==> src/rtl/mbc_banked.sv <==
// rtl/mbc_banked.sv - parametrised cartridge memory-bank controller
//
// Purpose:
//   Decodes CPU bus writes into the RAM-enable, low/high bank and mode
//   registers, forms banked ROM and external-RAM byte addresses from the CPU
//   address, and muxes ROM/RAM read data back onto the CPU bus.
//
// Ports:
//   clock4        in   system clock
//   resetn        in   asynchronous active-low reset
//   address       in   CPU address
//   indata        in   CPU write data
//   outdata       out  CPU read data (0xFF for addresses not owned)
//   load          in   CPU read strobe
//   store         in   CPU write strobe, may be held several cycles
//   rom_address   out  banked ROM byte address
//   rom_data      in   ROM read data
//   rom_load      out  ROM read strobe
//   ram_address   out  banked RAM byte address
//   ram_data_in   in   RAM read data
//   ram_data_out  out  RAM write data (= indata)
//   ram_load      out  RAM read strobe
//   ram_store     out  RAM write strobe
module mbc_banked #(
   parameter int LO_BITS   = 5,
   parameter int HI_BITS   = 2,
   parameter int ROM_BANKS = 128,
   parameter int RAM_BANKS = 4
) (
   input  logic                        clock4,
   input  logic                        resetn,
   input  logic [15:0]                 address,
   input  logic [7:0]                  indata,
   output logic [7:0]                  outdata,
   input  logic                        load,
   input  logic                        store,
   output logic [LO_BITS+HI_BITS+13:0] rom_address,
   input  logic [7:0]                  rom_data,
   output logic                        rom_load,
   output logic [HI_BITS+12:0]         ram_address,
   input  logic [7:0]                  ram_data_in,
   output logic [7:0]                  ram_data_out,
   output logic                        ram_load,
   output logic                        ram_store
);

   localparam int BB = LO_BITS + HI_BITS;
   localparam logic [BB-1:0]      ROM_MASK = BB'(ROM_BANKS - 1);
   // With zero or one RAM bank the bank field is forced to zero.
   localparam logic [HI_BITS-1:0] RAM_MASK = (RAM_BANKS > 1) ? HI_BITS'(RAM_BANKS - 1) : '0;
   localparam logic               HAS_RAM  = (RAM_BANKS != 0);

   logic                r_ram_enable;
   logic [LO_BITS-1:0]  r_bank_lo;
   logic [HI_BITS-1:0]  r_bank_hi;
   logic                r_mode;
   logic                r_store_q;

   logic                w_commit;
   logic [LO_BITS-1:0]  w_lo_field;
   logic [LO_BITS-1:0]  w_lo_next;
   logic                w_rom_win;
   logic                w_ram_win;
   logic [BB-1:0]       w_bank_low_win;
   logic [BB-1:0]       w_bank;
   logic [HI_BITS-1:0]  w_rbank;
   logic                w_ram_hit;

   // Commit only on the rising edge of store so a held strobe writes once.
   // r_store_q resets high: a store already asserted at reset release is
   // ignored until it drops.
   assign w_commit   = store && !r_store_q;

   // Bank 0 cannot be selected through the low register; the remap is applied
   // to the raw field before any ROM-size masking.
   assign w_lo_field = indata[LO_BITS-1:0];
   assign w_lo_next  = (w_lo_field == '0) ? LO_BITS'(1) : w_lo_field;

   always_ff @(posedge clock4 or negedge resetn) begin
      if (!resetn) begin
         r_ram_enable <= 1'b0;
         r_bank_lo    <= LO_BITS'(1);
         r_bank_hi    <= '0;
         r_mode       <= 1'b0;
         r_store_q    <= 1'b1;
      end else begin
         r_store_q <= store;
         if (w_commit) begin
            case (address[15:13])
               3'd0:    r_ram_enable <= (indata[3:0] == 4'hA);
               3'd1:    r_bank_lo    <= w_lo_next;
               3'd2:    r_bank_hi    <= indata[HI_BITS-1:0];
               3'd3:    r_mode       <= indata[0];
               default: ;
            endcase
         end
      end
   end

   assign w_rom_win      = !address[15];
   assign w_ram_win      = (address[15:13] == 3'b101);

   // Lower ROM window is bank 0 unless mode routes the high register there.
   assign w_bank_low_win = r_mode ? {r_bank_hi, {LO_BITS{1'b0}}} : '0;
   assign w_bank         = address[14] ? {r_bank_hi, r_bank_lo} : w_bank_low_win;
   assign rom_address    = {w_bank & ROM_MASK, address[13:0]};
   assign rom_load       = load && w_rom_win;

   assign w_rbank        = r_mode ? r_bank_hi : '0;
   assign ram_address    = {w_rbank & RAM_MASK, address[12:0]};
   assign w_ram_hit      = w_ram_win && r_ram_enable && HAS_RAM;
   assign ram_load       = load && w_ram_hit;
   // Level strobe: the backing RAM tolerates repeated identical writes.
   assign ram_store      = store && w_ram_hit;
   assign ram_data_out   = indata;

   assign outdata        = w_rom_win ? rom_data : (w_ram_hit ? ram_data_in : 8'hFF);

endmodule
==> config.mk <==
export PLATFORM = sky130hd
export DESIGN_NAME = mbc_banked
export DESIGN_NICKNAME = d
export VERILOG_FILES = /design/src/rtl/mbc_banked.sv
export SDC_FILE = /design/constraint.sdc
export NUM_CORES = 1
export LEC_CHECK = 0
export CORE_MARGIN = 4
export CORE_UTILIZATION = 27
export DETAILED_ROUTE_END_ITERATION = 12
export MAX_ROUTING_LAYER = met4
export PLACE_DENSITY = 0.81
export SLEW_MARGIN = 20
export SYNTH_ARGS = -nofsm -noshare
export SYNTH_HDL_FRONTEND = slang
export SYNTH_SLANG_ARGS = --single-unit
==> constraint.sdc <==
create_clock -name clock4 -period 1.4 [get_ports clock4]
set_input_delay 0.28 -clock clock4 [delete_from_list [all_inputs] [get_ports clock4]]
set_output_delay 0.28 -clock clock4 [all_outputs]
set_load 0.03 [all_outputs]
==> impl_metrics.xml, run 1 <==
<?xml version="1.0" encoding="UTF-8"?>
<metrics>
  <group name="logic_synthesis">
    <metric name="synth_top_cell_by_area" unit="">buf_4</metric>
    <metric name="ys_top_cells_by_area" unit="">buf_4 31%, dfrtp_1 23%, mux2_2 11%, o22a_1 8.2%, dfstp_2 6.2%</metric>
    <metric name="synth_commonest_cells" unit="">35 x buf_4, 8 x dfrtp_1, 8 x mux2_2, 8 x o22a_1, 7 x and2_1</metric>
    <metric name="synth.top_cell.area_share" unit="%">30.8</metric>
    <metric name="synth-warning-count" unit="">0</metric>
    <metric name="synth_area" unit="um^2">853</metric>
    <metric name="synth-main-ff-cell" unit="">dfrtp_1</metric>
    <metric name="synth.most_common_cell" unit="">buf_4</metric>
    <metric name="synthArstFlopShare" unit="%">100</metric>
    <metric name="synth.avg_cell_area" unit="um^2">9.59</metric>
    <metric name="ff_latch_count_synth" unit="">10</metric>
    <metric name="syn_nets" unit="">133</metric>
    <metric name="yosysUniqueCellTypes" unit="">22</metric>
    <metric name="synth-edff-count" unit="">0</metric>
    <metric name="post_synth_inst_count" unit="">89</metric>
    <metric name="synth.yosys.seq_area_share" unit="%">29.6</metric>
  </group>
  <group name="worst_hold_path">
    <metric name="hold_path_class" unit="">in -&gt; async</metric>
  </group>
  <group name="power_and_ir_drop">
    <metric name="power_per_cell_area" unit="nW/um^2">880</metric>
    <metric name="power" unit="W">0.00109</metric>
    <metric name="pleak" unit="nW">0.533</metric>
    <metric name="power.ir.vdd_worst" unit="V">0.000298</metric>
  </group>
  <group name="clock_tree">
    <metric name="tritoncts.num_buffers" unit="">3</metric>
    <metric name="htree_num_levels" unit="">1</metric>
    <metric name="clk_latency" unit="ns">0.26</metric>
    <metric name="post_cts.repair.setup_buffers" unit="">0</metric>
    <metric name="ctsLongestPathBuffers" unit="">2</metric>
    <metric name="clock-sinks" unit="">10</metric>
    <metric name="tritoncts_clock_tree" unit="">done</metric>
    <metric name="clk_transition_reported_paths" unit="ns">0.07</metric>
    <metric name="ctsRootBufferMaster" unit="">clkbuf_4</metric>
  </group>
  <group name="grt">
    <metric name="grt_start_max_net_pins" unit="">11</metric>
    <metric name="grt_pass1_wl" unit="um">4100</metric>
    <metric name="grt_util_met2" unit="%">21.0</metric>
    <metric name="gr-usage-all-layers" unit="%">13.2</metric>
    <metric name="met3_usage" unit="%">4.75</metric>
    <metric name="grt.met1_usage" unit="%">14.1</metric>
    <metric name="grt-busiest-layer" unit="">met2</metric>
    <metric name="grt_remaining_overflow" unit="">0</metric>
    <metric name="grt_antenna_before_repair" unit="">0</metric>
    <metric name="first_global_vias" unit="">834</metric>
  </group>
  <group name="detailed_routing">
    <metric name="viasPerCell" unit="">4.39</metric>
    <metric name="routedWlPerCell" unit="um">15.5</metric>
    <metric name="drcViolationCount" unit="">0</metric>
    <metric name="vias" unit="">707</metric>
    <metric name="detail_route.first_pass.iterations" unit="">2</metric>
    <metric name="detail-route-antenna-nets" unit="">0</metric>
    <metric name="finalWirelength" unit="um">2490</metric>
    <metric name="detail_route.iter0.violations" unit="">7</metric>
  </group>
  <group name="floorplanning">
    <metric name="die_x_extent" unit="um">64.2</metric>
    <metric name="placeableCoreArea" unit="um^2">3030</metric>
    <metric name="floorplan.die.height" unit="um">64.2</metric>
    <metric name="die_area" unit="um^2">4120</metric>
    <metric name="floorplan.rows" unit="">20</metric>
    <metric name="ios" unit="">99</metric>
    <metric name="start_util" unit="%">28.2</metric>
  </group>
  <group name="critical_path">
    <metric name="buffers_plus_inverters_on_the_worst_setup_path" unit="">1</metric>
    <metric name="crit_path_end_kind" unit="">primary output</metric>
    <metric name="worstPathCellList" unit="">nand3_4 &gt; o22a_1 &gt; buf_6</metric>
    <metric name="critical_path.top_delay_family" unit="">flip-flops</metric>
    <metric name="worst-endpoint-required" unit="ns">1.12</metric>
    <metric name="reg2reg_slack" unit="ns">0.08</metric>
    <metric name="critPathMaxStageDelay" unit="ns">0.43</metric>
    <metric name="critical_path_arrival" unit="ns">1.17</metric>
    <metric name="cp-start-kind" unit="">flop</metric>
    <metric name="timing.setup.critical_path_class" unit="">reg -&gt; out</metric>
    <metric name="standard_cell_with_the_maximum_stage_delay_on_the_critical_path" unit="">dfrtp_2</metric>
    <metric name="maximum_fanout_encountered_on_the_critical_timing_path" unit="">5</metric>
  </group>
  <group name="cells_and_area">
    <metric name="fin_nets" unit="">162</metric>
    <metric name="stdcell_count" unit="">161</metric>
    <metric name="drive_above_1_share" unit="%">47.0</metric>
    <metric name="diodes" unit="">0</metric>
    <metric name="final_util" unit="%">40.9</metric>
    <metric name="filler_cell_count" unit="">298</metric>
    <metric name="area_growth_syn_to_layout" unit="%">45.2</metric>
  </group>
  <group name="job">
    <metric name="cap_violations" unit="">0</metric>
  </group>
  <group name="timing">
    <metric name="worst_pin_slew" unit="ns">0.476</metric>
    <metric name="timing.clock.skew" unit="ns">0.00372</metric>
    <metric name="slew-limit-headroom" unit="%">68.1</metric>
    <metric name="slew_viol_final" unit="">0</metric>
    <metric name="period_minus_slack" unit="ns">1.45</metric>
    <metric name="maximum_frequency_from_static_timing_analysis" unit="MHz">689</metric>
    <metric name="setup_viol" unit="">8</metric>
    <metric name="grt_setup_unrepaired" unit="">true</metric>
    <metric name="timing.final.hold_violations" unit="">0</metric>
    <metric name="hold_ws" unit="ns">0.340</metric>
    <metric name="final_ws_setup" unit="ns">-0.0506</metric>
    <metric name="min_period_over_period" unit="%">104</metric>
  </group>
  <group name="placement">
    <metric name="port-buffer-count" unit="">53</metric>
    <metric name="gp_routability_congestion" unit="">0.719</metric>
    <metric name="dpl.cell_count" unit="">156</metric>
    <metric name="detailedPlacementHpwl" unit="um">1970</metric>
    <metric name="post-place-ws" unit="ns">-0.416</metric>
  </group>
  <group name="run_status">
    <metric name="run_status" unit="">finished with violations</metric>
    <metric name="failed_checks" unit="">negative setup slack</metric>
  </group>
</metrics>
==> logic make-up (layout without fill, tap and decap cells) <==
group                  count (synthesis)  in the layout  synth area share (%)
muxes                                  8              8                  10.6
buffers and inverters                 39             66                  32.7
AOI/OAI and AO/OA                     12             12                  11.3
and+or+nand+nor                       20             21                  15.8
DFF                                   10             10                  29.6
==> what timing repair did <==
action,in CTS,in global routing
hold buffers,0,0
gates cloned,1,0
pin swaps,9,1
setup endpoints to repair,24,14
resized for setup,22,2
==> where the power goes <==
| group | internal [W] | switching, W |
|---|---|---|
| sequential | 0.000352 | 0.0000357 |
| combinational | 0.000244 | 0.000249 |
| clock | 0.000110 | 0.0000987 |
==> area by class of cell <==
cell class	count	area, um^2	area share [%]
inverters	2	7.51	0.606
clock buffers	4	26.3	2.12
multi-input cells	41	353	28.5
flip-flops and latches	10	254	20.5
repair buffers	60	543	43.8
well taps	44	55.1	4.44
==> sequential cells by signal (all words and copies together) (netlist names) <==
register	cells
r_ram_enable	1
r_mode	1
r_bank_hi	2
r_store_q	1
r_bank_lo	5
==> layer usage <==
metal / wire [um] / vias up
met5: 0 / -
met4: 82 / 0
met3: 222 / 10
met2: 1300 / 39
met1: 890 / 327
li1: - / 331
==> path summary, 6_finish.rpt <==
kind / start / to / cells past startpoint
setup / recovery: r_ram_enable / outdata[1] / 3
hold / removal: resetn / r_bank_lo[1] / 1
setup reg to reg: r_store_q / r_bank_hi[0] / 4
hold reg to reg: r_bank_lo[4] / r_bank_lo[4] / 1
max in group asynchronous: resetn / r_ram_enable / 1
min in group clock4: store / r_store_q / 2
==> worst register-to-register path, stage by stage (launching register included) <==
cell,delay [ns]
dfstp_2,0.54
nor3b_4,0.04
buf_4,0.15
nand3b_1,0.12
mux2_2,0.35
==> cells in the final DEF (no fill, tap or decap), drive strengths merged, types with 2 or more instances in the layout <==
| master | synthesis | routed |
|---|---|---|
| and2 | 7 | 7 |
| buf | 36 | 34 |
| clkbuf | 1 | 4 |
| clkdlybuf4s15 | 0 | 2 |
| clkdlybuf4s50 | 0 | 23 |
| dfrtp | 8 | 8 |
| dfstp | 2 | 2 |
| inv | 2 | 2 |
| mux2 | 8 | 8 |
| nand3 | 2 | 3 |
| nor2 | 4 | 4 |
| nor3b | 2 | 2 |
| o21a | 2 | 2 |
| o22a | 8 | 8 |
==> metrics by stage <==
stage	TNS, ns	cell area [um^2]
floorplan	-0.00208	853
global placement	-6.71	1150
detailed placement	-7.14	1150
CTS	-0.104	1230
global route	-0.662	1240
finish	-0.185	1240
Power figures use the tool's default switching activity.
==> run 2, diff against run 1 <==
--- a/config.mk
+++ b/config.mk
@@ -8,7 +8,6 @@
 export CORE_MARGIN = 4
 export CORE_UTILIZATION = 27
 export DETAILED_ROUTE_END_ITERATION = 12
-export MAX_ROUTING_LAYER = met4
 export PLACE_DENSITY = 0.81
 export SLEW_MARGIN = 20
 export SYNTH_ARGS = -nofsm -noshare
==> run 2 against run 1 <==
Setup slack is essentially flat. Sequential power is essentially flat. Largest power group unchanged. Register-to-register slack is essentially flat. Global-route usage shrank 0.35 points. Critical path type unchanged. Power is essentially flat. Clock power is essentially flat. The flow still finishes with violations (negative setup slack).
==> impl_metrics.xml, run 2 (synthesis results as in run 1) <==
<?xml version="1.0" encoding="UTF-8"?>
<metrics>
  <group name="detailed_routing">
    <metric name="routedLengthMet1" unit="um">879</metric>
    <metric name="detail-route-antenna-nets" unit="">0</metric>
    <metric name="vias" unit="">703</metric>
    <metric name="viasPerCell" unit="">4.37</metric>
    <metric name="routedWlPerCell" unit="um">15.4</metric>
    <metric name="finalWirelength" unit="um">2490</metric>
    <metric name="drcViolationCount" unit="">0</metric>
    <metric name="detailroute.wirelength.met2" unit="um">1300</metric>
    <metric name="detail_route.iter0.violations" unit="">3</metric>
    <metric name="routed.top_layer" unit="">met4</metric>
    <metric name="detailroute.wirelength.met3" unit="um">227</metric>
    <metric name="detail_route.first_pass.iterations" unit="">2</metric>
  </group>
  <group name="cells_and_area">
    <metric name="final_util" unit="%">40.9</metric>
    <metric name="diodes" unit="">0</metric>
    <metric name="fin_nets" unit="">162</metric>
    <metric name="number_of_flip_flops_in_the_largest_register" unit="">5</metric>
    <metric name="final-seq-area" unit="um^2">254</metric>
    <metric name="final_common_cell" unit="">buf_4</metric>
    <metric name="filler_cell_count" unit="">298</metric>
    <metric name="most-common-layout-cells" unit="">25 x buf_4, 23 x clkdlybuf4s50_1, 8 x o22a_1, 8 x mux2_2, 8 x buf_6</metric>
    <metric name="drive_above_1_share" unit="%">47.0</metric>
    <metric name="multi_input_combinational_cell_area" unit="um^2">353</metric>
    <metric name="area_growth_syn_to_layout" unit="%">45.2</metric>
    <metric name="largest_registers" unit="">r_bank_lo: 5 flops, r_bank_hi: 2 flops</metric>
    <metric name="top_reg_by_flops" unit="">r_bank_lo</metric>
  </group>
  <group name="placement">
    <metric name="post-place-ws" unit="ns">-0.416</metric>
    <metric name="detailedPlacementHpwl" unit="um">1970</metric>
    <metric name="port-buffer-count" unit="">53</metric>
    <metric name="gp_routability_congestion" unit="">0.710</metric>
  </group>
  <group name="critical_path">
    <metric name="crit_path_end_kind" unit="">primary output</metric>
    <metric name="maximum_fanout_encountered_on_the_critical_timing_path" unit="">5</metric>
    <metric name="critical_path_arrival" unit="ns">1.17</metric>
    <metric name="timing.setup.critical_path_class" unit="">reg -&gt; out</metric>
    <metric name="cp-start-kind" unit="">flop</metric>
    <metric name="worst-endpoint-required" unit="ns">1.12</metric>
  </group>
  <group name="floorplanning">
    <metric name="ios" unit="">99</metric>
    <metric name="placeableCoreArea" unit="um^2">3030</metric>
    <metric name="die_area" unit="um^2">4120</metric>
    <metric name="floorplan.die.height" unit="um">64.2</metric>
    <metric name="die_x_extent" unit="um">64.2</metric>
    <metric name="floorplan.rows" unit="">20</metric>
    <metric name="start_util" unit="%">28.2</metric>
  </group>
  <group name="power_and_ir_drop">
    <metric name="pwr-share-clk" unit="%">19.2</metric>
    <metric name="power_report.internal_total" unit="W">0.000706</metric>
    <metric name="pleak" unit="nW">0.533</metric>
    <metric name="power" unit="W">0.00109</metric>
    <metric name="comb_power_share" unit="%">45.2</metric>
    <metric name="power.ir.vdd_worst" unit="V">0.000299</metric>
    <metric name="power_per_cell_area" unit="nW/um^2">881</metric>
    <metric name="p_sw_share" unit="%">35.3</metric>
    <metric name="sequentialPowerShare" unit="%">35.5</metric>
    <metric name="net-switching-power" unit="W">0.000385</metric>
  </group>
  <group name="timing">
    <metric name="setup_total_negative_slack" unit="ns">-0.183</metric>
    <metric name="timing.clock.skew" unit="ns">0.00466</metric>
    <metric name="final_ws_setup" unit="ns">-0.0507</metric>
    <metric name="slew_viol_final" unit="">0</metric>
    <metric name="timing.final.hold_violations" unit="">0</metric>
    <metric name="min_period_over_period" unit="%">104</metric>
    <metric name="slew-limit-headroom" unit="%">68.2</metric>
    <metric name="maximum_frequency_from_static_timing_analysis" unit="MHz">689</metric>
    <metric name="worst_pin_slew" unit="ns">0.475</metric>
    <metric name="setup_viol" unit="">8</metric>
    <metric name="period_minus_slack" unit="ns">1.45</metric>
    <metric name="grt_setup_unrepaired" unit="">true</metric>
  </group>
  <group name="clock_tree">
    <metric name="clk_latency" unit="ns">0.26</metric>
    <metric name="post_cts.repair.setup_buffers" unit="">0</metric>
    <metric name="htree_num_levels" unit="">1</metric>
    <metric name="ctsHoldBuffers" unit="">0</metric>
    <metric name="ctsRootBufferMaster" unit="">clkbuf_4</metric>
    <metric name="tritoncts.num_buffers" unit="">3</metric>
    <metric name="clock-sinks" unit="">10</metric>
    <metric name="tritoncts_clock_tree" unit="">done</metric>
    <metric name="ctsLongestPathBuffers" unit="">2</metric>
    <metric name="clk_transition_reported_paths" unit="ns">0.07</metric>
  </group>
  <group name="grt">
    <metric name="grt_antenna_before_repair" unit="">0</metric>
    <metric name="grt_remaining_overflow" unit="">0</metric>
    <metric name="gr-usage-all-layers" unit="%">12.9</metric>
    <metric name="first_global_vias" unit="">835</metric>
    <metric name="grt_start_max_net_pins" unit="">11</metric>
    <metric name="grt_pass1_wl" unit="um">4090</metric>
  </group>
  <group name="run_status">
    <metric name="failed_checks" unit="">negative setup slack</metric>
    <metric name="run_status" unit="">finished with violations</metric>
  </group>
  <group name="job">
    <metric name="cap_violations" unit="">0</metric>
  </group>
  <group name="worst_hold_path">
    <metric name="hold_path_class" unit="">in -&gt; async</metric>
  </group>
</metrics>
-- run 2: cell counts in the layout (fill, tap and decap cells not counted) --
No cell type changed its count.
-- run 2: power groups by stage --
stage / sequential, W / clock (W) / combinational, W
2_1_floorplan: 0.000380 / 0 / 0.000425
3_3_place_gp: 0.000387 / 0 / 0.000472
3_5_place_dp: 0.000391 / 0 / 0.000484
4_1_cts: 0.000388 / 0.000221 / 0.000496
5_1_grt: 0.000397 / 0.000244 / 0.000526
6_report: 0.000388 / 0.000210 / 0.000493
-- run 2: repair_timing --
action,CTS,global route
gates resized for setup,22,2
gates cloned,1,0
endpoints found under the setup margin,24,14
pin swaps,9,1
-- run 2: path summary, 6_finish.rpt --
| check | from | endpoint | depth (start not counted) | slack, ns |
|---|---|---|---|---|
| worst max-delay path | r_ram_enable | outdata[1] | 3 | -0.05 |
| worst min-delay path | resetn | r_bank_lo[1] | 1 | 0.34 |
| worst max register to register | r_store_q | r_bank_hi[0] | 4 | 0.08 |
| worst min register to register | r_bank_lo[4] | r_bank_lo[4] | 1 | 0.50 |
| max in group asynchronous | resetn | r_ram_enable | 1 | 0.71 |
| min in group clock4 | store | r_store_q | 2 | 0.40 |
-- run 2: stage by stage --
step	hold WS [ns]	instances	instance area, um^2
after floorplan	-0.0156	89	853
after global placement	0.483	156	1150
after detailed placement	0.489	156	1150
after CTS	0.345	161	1230
after global routing	0.361	161	1240
final	0.338	161	1240
-- run 2: metal layers --
metal	vias to the layer above	global-route usage (%)
li1	331	-
met1	325	14.0
met2	37	21.0
met3	10	4.92
met4	0	7.92
met5	-	0
-- run 2: final cells by class --
class                           instances  area share, %
Clock buffer                            4           2.12
Inverter                                2          0.606
Multi-Input combinational cell         41           28.5
Sequential cell                        10           20.5
Tap cell                               44           4.44
Timing Repair Buffer                   60           43.8
-- run 2: worst max-delay path, cell delays in order, from the launching register on --
cell and delay [ns]:
dfrtp_2 0.43, nand3_4 0.12, o22a_1 0.22, buf_6 0.15
==> run 3, diff against run 2 <==
--- a/config.mk
+++ b/config.mk
@@ -8,6 +8,7 @@
 export CORE_MARGIN = 4
 export CORE_UTILIZATION = 27
 export DETAILED_ROUTE_END_ITERATION = 12
+export HOLD_SLACK_MARGIN = 0.03
 export PLACE_DENSITY = 0.81
 export SLEW_MARGIN = 20
 export SYNTH_ARGS = -nofsm -noshare
==> results of run 3 <==
No change in the layout: final DEF, timing and power equal those of run 2.
